$ cat src/rtl/bus_ctrl_pkg.sv
// Shared types and constants for the bus writeback sequencer.
// Latency: n/a (declarations only).
// Backpressure: n/a.
package bus_ctrl_pkg;

    localparam int NUM_REGS_DEF = 16;
    localparam int IDX_W_DEF    = 4;

    // Register index fields inside the instruction register
    localparam int RA_LSB = 23;
    localparam int RA_MSB = 26;
    localparam int RB_LSB = 19;
    localparam int RB_MSB = 22;
    localparam int RC_LSB = 15;
    localparam int RC_MSB = 18;

    localparam logic [1:0] WB_MODE_ZLO     = 2'b00;
    localparam logic [1:0] WB_MODE_PAIR    = 2'b01;
    localparam logic [1:0] WB_MODE_MDR     = 2'b10;
    localparam logic [1:0] WB_MODE_ILLEGAL = 2'b11;

    typedef enum logic [2:0] {
        ST_IDLE,
        ST_WB_ZLO,
        ST_WB_MDR,
        ST_WB_LO,
        ST_WB_HI,
        ST_DONE
    } wb_state_t;

    // Registered sequencer outputs; ld_ra gates the load enable of R[ra_q]
    typedef struct packed {
        logic ld_ra;
        logic zlo_out;
        logic zhi_out;
        logic mdr_out;
        logic lo_in;
        logic hi_in;
        logic busy;
        logic done;
    } wb_out_t;

    // Moore output decode for a given state
    function automatic wb_out_t state_outputs(input wb_state_t s);
        wb_out_t o;
        o = '0;
        case (s)
            ST_WB_ZLO: begin o.zlo_out = 1'b1; o.ld_ra = 1'b1; end
            ST_WB_MDR: begin o.mdr_out = 1'b1; o.ld_ra = 1'b1; end
            ST_WB_LO:  begin o.zlo_out = 1'b1; o.lo_in = 1'b1; end
            ST_WB_HI:  begin o.zhi_out = 1'b1; o.hi_in = 1'b1; end
            ST_DONE:   o.done = 1'b1;
            default:   o = '0;
        endcase
        o.busy = (s != ST_IDLE);
        return o;
    endfunction

endpackage

$ cat src/rtl/bus_writeback_sequencer_if.sv
// Control-unit side bundle of the writeback sequencer: IR, requests, enables.
// Latency: n/a (wiring only).
// Backpressure: none; busy tells the control unit when requests are masked.
interface bus_writeback_sequencer_if
    import bus_ctrl_pkg::*;
#(
    parameter int NUM_REGS = NUM_REGS_DEF
) ();

    logic [31:0]         ir;
    logic                Gra;
    logic                Grb;
    logic                Grc;
    logic                Rin;
    logic                Rout;
    logic                BAout;
    logic                wb_start;
    logic [1:0]          wb_mode;

    logic [NUM_REGS-1:0] reg_in;
    logic [NUM_REGS-1:0] reg_out;
    logic                r0_zero;
    logic                zlo_out;
    logic                zhi_out;
    logic                mdr_out;
    logic                lo_in;
    logic                hi_in;
    logic                busy;
    logic                done;
    logic                err;

    modport master (
        output ir, Gra, Grb, Grc, Rin, Rout, BAout, wb_start, wb_mode,
        input  reg_in, reg_out, r0_zero, zlo_out, zhi_out, mdr_out,
               lo_in, hi_in, busy, done, err
    );

    modport slave (
        input  ir, Gra, Grb, Grc, Rin, Rout, BAout, wb_start, wb_mode,
        output reg_in, reg_out, r0_zero, zlo_out, zhi_out, mdr_out,
               lo_in, hi_in, busy, done, err
    );

endinterface

$ cat src/rtl/reg_select_decoder.sv
// Picks one register index field by G priority (a > b > c) and one-hot decodes it.
// Latency: combinational.
// Backpressure: none; no G asserted yields an all-zero vector.
module reg_select_decoder
    import bus_ctrl_pkg::*;
#(
    parameter int NUM_REGS = NUM_REGS_DEF,
    parameter int IDX_W    = IDX_W_DEF
) (
    input  logic [IDX_W-1:0]    ra,
    input  logic [IDX_W-1:0]    rb,
    input  logic [IDX_W-1:0]    rc,
    input  logic                gra,
    input  logic                grb,
    input  logic                grc,
    output logic [NUM_REGS-1:0] onehot
);

    // Priority field select followed by one-hot expansion
    always_comb begin
        onehot = '0;
        if (gra) begin
            onehot[ra] = 1'b1;
        end else if (grb) begin
            onehot[rb] = 1'b1;
        end else if (grc) begin
            onehot[rc] = 1'b1;
        end
    end

endmodule

$ cat src/rtl/bus_writeback_sequencer.sv
// Decodes IR register fields into GPR load/drive enables and sequences Z/MDR writebacks.
// Latency: direct decode combinational; writeback done 2 cycles (single) or 3 (pair) after wb_start.
// Backpressure: while busy, direct requests are masked (err pulse) and wb_start is ignored.
module bus_writeback_sequencer
    import bus_ctrl_pkg::*;
#(
    parameter int NUM_REGS = NUM_REGS_DEF,
    parameter int IDX_W    = IDX_W_DEF
) (
    input  logic                    clk,
    input  logic                    clear,
    bus_writeback_sequencer_if.slave bus
);

    wb_state_t           state_q;
    wb_out_t             out_q;
    logic [IDX_W-1:0]    ra_q;
    logic                err_q;

    logic [NUM_REGS-1:0] dir_oh;
    logic [NUM_REGS-1:0] fsm_oh;
    logic                idle;
    logic                dir_en;
    logic                r0_sel;
    logic                unused_ir_bits;

    // Direct path: field chosen by Gra/Grb/Grc straight from the IR
    reg_select_decoder #(
        .NUM_REGS (NUM_REGS),
        .IDX_W    (IDX_W)
    ) u_dir_dec (
        .ra     (bus.ir[RA_LSB +: IDX_W]),
        .rb     (bus.ir[RB_LSB +: IDX_W]),
        .rc     (bus.ir[RC_LSB +: IDX_W]),
        .gra    (bus.Gra),
        .grb    (bus.Grb),
        .grc    (bus.Grc),
        .onehot (dir_oh)
    );

    // Sequencer path: always the Ra index captured at wb_start
    reg_select_decoder #(
        .NUM_REGS (NUM_REGS),
        .IDX_W    (IDX_W)
    ) u_fsm_dec (
        .ra     (ra_q),
        .rb     ('0),
        .rc     ('0),
        .gra    (1'b1),
        .grb    (1'b0),
        .grc    (1'b0),
        .onehot (fsm_oh)
    );

    assign unused_ir_bits = ^{bus.ir[31:RA_LSB+IDX_W], bus.ir[RC_LSB-1:0]};

    // Direct requests only act in IDLE and never while reset is asserted
    assign idle   = (state_q == ST_IDLE);
    assign dir_en = clear & idle;

    // BAout on R0 asks the bus mux for a constant zero instead of R0's contents
    assign r0_sel = dir_en & bus.BAout & dir_oh[0];

    assign bus.reg_in  = ((dir_en & bus.Rin) ? dir_oh : '0)
                       | (out_q.ld_ra ? fsm_oh : '0);
    assign bus.reg_out = (dir_en & (bus.Rout | bus.BAout) & ~r0_sel) ? dir_oh : '0;
    assign bus.r0_zero = r0_sel;
    assign bus.zlo_out = out_q.zlo_out;
    assign bus.zhi_out = out_q.zhi_out;
    assign bus.mdr_out = out_q.mdr_out;
    assign bus.lo_in   = out_q.lo_in;
    assign bus.hi_in   = out_q.hi_in;
    assign bus.busy    = out_q.busy;
    assign bus.done    = out_q.done;
    assign bus.err     = err_q;

    // Writeback FSM: state, captured index, error pulse and registered Moore outputs
    always_ff @(posedge clk or negedge clear) begin
        if (!clear) begin
            state_q <= ST_IDLE;
            out_q   <= '0;
            ra_q    <= '0;
            err_q   <= 1'b0;
        end else begin
            err_q <= ~idle & (bus.Rin | bus.Rout | bus.BAout);
            case (state_q)
                ST_IDLE: begin
                    if (bus.wb_start) begin
                        ra_q <= bus.ir[RA_LSB +: IDX_W];
                        case (bus.wb_mode)
                            WB_MODE_ZLO: begin
                                state_q <= ST_WB_ZLO;
                                out_q   <= state_outputs(ST_WB_ZLO);
                            end
                            WB_MODE_PAIR: begin
                                state_q <= ST_WB_LO;
                                out_q   <= state_outputs(ST_WB_LO);
                            end
                            WB_MODE_MDR: begin
                                state_q <= ST_WB_MDR;
                                out_q   <= state_outputs(ST_WB_MDR);
                            end
                            default: begin
                                err_q   <= 1'b1;
                            end
                        endcase
                    end
                end
                ST_WB_LO: begin
                    state_q <= ST_WB_HI;
                    out_q   <= state_outputs(ST_WB_HI);
                end
                ST_WB_ZLO, ST_WB_MDR, ST_WB_HI: begin
                    state_q <= ST_DONE;
                    out_q   <= state_outputs(ST_DONE);
                end
                default: begin
                    state_q <= ST_IDLE;
                    out_q   <= state_outputs(ST_IDLE);
                end
            endcase
        end
    end

endmodule

$ cat src/flat_wrapper.sv
// flat-port wrapper written by rule: the top's interface ports become plain ports
module bus_writeback_sequencer_flat import bus_ctrl_pkg::*;
#(
    parameter int NUM_REGS = NUM_REGS_DEF,
    parameter int IDX_W    = IDX_W_DEF
)
  (clk, clear, bus_ir, bus_Gra, bus_Grb, bus_Grc, bus_Rin, bus_Rout, bus_BAout, bus_wb_start, bus_wb_mode, bus_reg_in, bus_reg_out, bus_r0_zero, bus_zlo_out, bus_zhi_out, bus_mdr_out, bus_lo_in, bus_hi_in, bus_busy, bus_done, bus_err);
  bus_writeback_sequencer_if #(.NUM_REGS(NUM_REGS)) bus_i ();
  input  logic clk;
  input  logic clear;
  input wire logic [$bits(bus_i.ir)-1:0] bus_ir;
  input wire logic [$bits(bus_i.Gra)-1:0] bus_Gra;
  input wire logic [$bits(bus_i.Grb)-1:0] bus_Grb;
  input wire logic [$bits(bus_i.Grc)-1:0] bus_Grc;
  input wire logic [$bits(bus_i.Rin)-1:0] bus_Rin;
  input wire logic [$bits(bus_i.Rout)-1:0] bus_Rout;
  input wire logic [$bits(bus_i.BAout)-1:0] bus_BAout;
  input wire logic [$bits(bus_i.wb_start)-1:0] bus_wb_start;
  input wire logic [$bits(bus_i.wb_mode)-1:0] bus_wb_mode;
  output wire logic [$bits(bus_i.reg_in)-1:0] bus_reg_in;
  output wire logic [$bits(bus_i.reg_out)-1:0] bus_reg_out;
  output wire logic [$bits(bus_i.r0_zero)-1:0] bus_r0_zero;
  output wire logic [$bits(bus_i.zlo_out)-1:0] bus_zlo_out;
  output wire logic [$bits(bus_i.zhi_out)-1:0] bus_zhi_out;
  output wire logic [$bits(bus_i.mdr_out)-1:0] bus_mdr_out;
  output wire logic [$bits(bus_i.lo_in)-1:0] bus_lo_in;
  output wire logic [$bits(bus_i.hi_in)-1:0] bus_hi_in;
  output wire logic [$bits(bus_i.busy)-1:0] bus_busy;
  output wire logic [$bits(bus_i.done)-1:0] bus_done;
  output wire logic [$bits(bus_i.err)-1:0] bus_err;
  assign bus_i.ir = bus_ir;
  assign bus_i.Gra = bus_Gra;
  assign bus_i.Grb = bus_Grb;
  assign bus_i.Grc = bus_Grc;
  assign bus_i.Rin = bus_Rin;
  assign bus_i.Rout = bus_Rout;
  assign bus_i.BAout = bus_BAout;
  assign bus_i.wb_start = bus_wb_start;
  assign bus_i.wb_mode = bus_wb_mode;
  assign bus_reg_in = bus_i.reg_in;
  assign bus_reg_out = bus_i.reg_out;
  assign bus_r0_zero = bus_i.r0_zero;
  assign bus_zlo_out = bus_i.zlo_out;
  assign bus_zhi_out = bus_i.zhi_out;
  assign bus_mdr_out = bus_i.mdr_out;
  assign bus_lo_in = bus_i.lo_in;
  assign bus_hi_in = bus_i.hi_in;
  assign bus_busy = bus_i.busy;
  assign bus_done = bus_i.done;
  assign bus_err = bus_i.err;
  bus_writeback_sequencer #(.NUM_REGS(NUM_REGS), .IDX_W(IDX_W)) u_core (.clk(clk), .clear(clear), .bus(bus_i));
endmodule
$ cat config.mk
export PLATFORM = sky130hd
export DESIGN_NAME = bus_writeback_sequencer_flat
export DESIGN_NICKNAME = d
export VERILOG_FILES = /design/src/rtl/bus_ctrl_pkg.sv /design/src/rtl/bus_writeback_sequencer_if.sv /design/src/rtl/reg_select_decoder.sv /design/src/rtl/bus_writeback_sequencer.sv /design/src/flat_wrapper.sv
export SDC_FILE = /design/constraint.sdc
export NUM_CORES = 1
export LEC_CHECK = 0
export CAP_MARGIN = 20
export CORE_MARGIN = 10
export CORE_UTILIZATION = 39
export CTS_BUF_LIST = sky130_fd_sc_hd__clkbuf_8
export DETAILED_ROUTE_END_ITERATION = 8
export PLACE_DENSITY = 0.83
export REMOVE_ABC_BUFFERS = 1
export SYNTH_ARGS = -nofsm -noshare
export SYNTH_HDL_FRONTEND = slang
export SYNTH_SLANG_ARGS = --single-unit
$ cat constraint.sdc
create_clock -name clk -period 1.9 [get_ports clk]
set_clock_uncertainty 0.1 [all_clocks]
set_input_delay 0.38 -clock clk [delete_from_list [all_inputs] [get_ports clk]]
set_output_delay 0.38 -clock clk [all_outputs]
set_load 0.02 [all_outputs]
==> out/metrics.csv <==
stage;metric;value;unit
sta;rsz0062_at_grt;yes;
logic_synthesis;synth_most_common_cell;sky130_fd_sc_hd__nor2_1;
logic_synthesis;post-synth-top-area-fraction;26.22;%
die;io_pins;84;
die;die_height;80.58;um
status;outcome;finished, violations left;
worst_setup_path;timing.critical_path.to;bus_reg_in[9];
cts;clock_latency;0.26;ns
route;post-route-drc-count;0;
placement;placed_cell_count;318;
status;failed_checks;setup timing;
logic_synthesis;synth_common_cells;28 x sky130_fd_sc_hd__nor2_1, 15 x sky130_fd_sc_hd__dfrtp_1, 15 x sky130_fd_sc_hd__o22ai_1, 10 x sky130_fd_sc_hd__nand2_1, 8 x sky130_fd_sc_hd__a222oi_1;
global_routing;grtUsageTotal;21.89;%
cts;cts_hold_buf;0;
worst_setup_path;critical_path.max_fanout;5;
logic_synthesis;synthesized_flop_and_latch_total;15;
placement;io_buffers;63;
worst_setup_path;critical_path_required;1.42;ns
worst_setup_path;rr_startpoint;u_core.state_q[1];
logic_synthesis;netlist.top_cell.by_area;sky130_fd_sc_hd__dfrtp_1;
route;routed_via_density;6.595;
min_path;worst_hold_path_type;primary input to asynchronous set/reset pin;
cts;master_cell_of_the_clock_root_buffer;sky130_fd_sc_hd__clkbuf_8;
worst_setup_path;setup.worst_path.class;primary input to primary output;
sta;final.period_utilization;124.9;%
logic_synthesis;syn-instance-count;172;
cts;path_clk_slew;0.07;ns
route;vias;2328;
route;first_pass_iters;8;
worst_setup_path;crit_start;bus_Grb;
sta;fmax;421.4;MHz
logic_synthesis;dominantRegCellSynth;sky130_fd_sc_hd__dfrtp_1;
worst_setup_path;cp-start-kind;primary input;
pwr;p_leak;1.309;nW
die;die_x;80.58;um
sta;setup-violations-final;33;
logic_synthesis;synth-async-reset-ratio;100.0;%
cts;clock_path_buffers;2;
final_layout;antennaDiodeCount;0;
route;antenna_violating_nets_post_route;0;
sta;finalWorstPathRequiredPeriod;2.373;ns
die;core_area;0.003442;mm^2
worst_setup_path;worst_reg2reg_path_depth;4;
cts;clkSinkCount;15;
pwr;power.ir.vdd_worst;0.6287;mV
final_layout;nNetsFinal;356;
global_routing;grt_max_degree;16;
sta;worst_pin_slew;0.5408;ns
pwr;pwr_density_cell;672.4;mW/mm^2
global_routing;via_count_of_the_first_global_routing_pass;2208;
placement;gp_congestion;0.8834;
job;max-cap-violations;0;
die;initial_core_util;41.58;%
logic_synthesis;mappedNetlistArea;0.001431;mm^2
route;drt_wl_total;9317;um
route;drtIter0Drc;407;
global_routing;globalRouteOverflowTotal;0;
route;routed_wire_length_per_instance;26.39;um
cts;htreeDepth;1;
worst_setup_path;regToRegSetupSlack;0.15;ns
die;die-area;0.006493;mm^2
cts;cts_tree;built;
sta;timing_max_transition_violations_final;0;
cts;cts_buffers;3;
final_layout;finish.utilization;91.46;%
placement;dpl.hpwl;4914;um
logic_synthesis;yosysWarnings;0;
logic_synthesis;ys_top_cells_by_area;sky130_fd_sc_hd__dfrtp_1 26%, sky130_fd_sc_hd__nor2_1 7.3%, sky130_fd_sc_hd__o22ai_1 6.6%;
global_routing;first_pass_grt_wire_length;11490;um
worst_setup_path;worstReg2RegEnd;u_core.ra_q[2];
pwr;totalPowerFinal;2.117;mW
logic_synthesis;yosysUniqueCellTypes;47;
sta;postLayoutSetupSlackWorst;-0.4730;ns
final_layout;instances_no_fill;353;
worst_setup_path;cp-end-kind;primary output;
logic_synthesis;sequential_element_share_of_the_synthesized_area;26.22;%
final_layout;areaGrowthSynthToFinish;119.9;%
logic_synthesis;synth_enable_flop_cells;0;
final_layout;share_of_cells_above_drive_strength_1;64.17;%
sta;slew_headroom;63.94;%
sta;timing_hold_violations_final;0;
logic_synthesis;postSynthAreaPerCell;8.322;um^2
die;placement_rows;21;
global_routing;grt_antenna_before_repair;0;
worst_setup_path;critical_path_at;1.89;ns
-- registers in the layout, summed over array words and instances (netlist names) --
register / flops
u_core.ra_q: 4
u_core.state_q: 3
u_core.bus.busy: 1
u_core.bus.done: 1
u_core.bus.err: 1
u_core.bus.lo_in: 1
u_core.bus.mdr_out: 1
u_core.bus.zhi_out: 1
u_core.bus.zlo_out: 1
u_core.out_q: 1
-- kinds of logic after synthesis --
logic type | share of synthesized area (%)
and+or+nand+nor | 38.03
AOI/OAI and AO/OA | 23.78
DFF | 26.22
buffers and inverters | 3.759
adders and majority gates | 5.070
muxes | 3.147
-- cells in the final DEF (no fill, tap or decap), types with 5 or more instances in the layout --
master / instances
sky130_fd_sc_hd__dfrtp_1: 15
sky130_fd_sc_hd__buf_4: 68
sky130_fd_sc_hd__nand2_1: 9
sky130_fd_sc_hd__nand2b_1: 5
sky130_fd_sc_hd__o22ai_4: 11
sky130_fd_sc_hd__clkdlybuf4s50_1: 12
sky130_fd_sc_hd__inv_1: 5
sky130_fd_sc_hd__a222oi_1: 8
sky130_fd_sc_hd__nor2_4: 13
sky130_fd_sc_hd__nor2_1: 12
sky130_fd_sc_hd__buf_6: 40
sky130_fd_sc_hd__clkbuf_2: 6
-- worst max-delay path, stage by stage --
cell and delay (ns):
sky130_fd_sc_hd__buf_8 0.10, sky130_fd_sc_hd__or3b_4 0.44, sky130_fd_sc_hd__nor3b_4 0.29, sky130_fd_sc_hd__a222oi_1 0.20, sky130_fd_sc_hd__buf_4 0.18, sky130_fd_sc_hd__o22ai_4 0.15, sky130_fd_sc_hd__buf_6 0.14
-- through the flow --
stage                     setup TNS (ns)  hold slack [ns]  instance area (um^2)  setup WS, ns
after detailed placement          -36.05           0.4119                  2415        -1.163
final                             -11.64           0.1568                  3148       -0.4730
after global placement            -35.33           0.3999                  2415        -1.144
after global routing              -12.88           0.1703                  3148       -0.5121
after floorplan                   -1.890         -0.01559                  1396      -0.09614
after CTS                         -8.350           0.1346                  2856       -0.4113
-- report_power, final --
| part | internal (mW) | total [mW] | switching, mW |
|---|---|---|---|
| combinational | 0.571 | 1.30 | 0.729 |
| sequential | 0.428 | 0.547 | 0.119 |
| clock | 0.144 | 0.270 | 0.126 |
| total | 1.14 | 2.12 | 0.974 |
-- metal layers --
layer,part of all wire (%),GRT usage [%],vias to the layer above
li1,-,-,945
met1,36,24.89,1082
met2,47,38.61,238
met3,12,5.902,63
met4,5.2,6.514,0
met5,0,0,-
-- area by class of cell --
class	count	area [um^2]
clock buffer	3	41.29
clock inverter	1	3.754
fill	141	294.0
inverter	5	18.77
multi-input combinational	145	1418
sequential	15	375.4
tap	46	57.56
timing repair buffer	138	1234
-- worst min path at each step --
stage	start	endpoint	slack [ns]
2_1_floorplan	clear	u_core.bus.busy	-0.02
3_3_place_gp	u_core.bus.busy	u_core.bus.busy	0.40
3_5_place_dp	u_core.bus.done	u_core.bus.done	0.41
4_1_cts	clear	u_core.bus.zhi_out	0.13
5_1_grt	clear	u_core.bus.zhi_out	0.17
6_report	clear	u_core.bus.zhi_out	0.16
-- what timing repair did --
item                                   4_1_cts  5_1_grt
cloned                                       1        0
pin swaps                                   26       23
gates resized for setup                    292       68
endpoints found under the hold margin        0        0
buffers inserted                            19       13
setup endpoints to repair                   37       40
(Power assumes the default switching activity.)
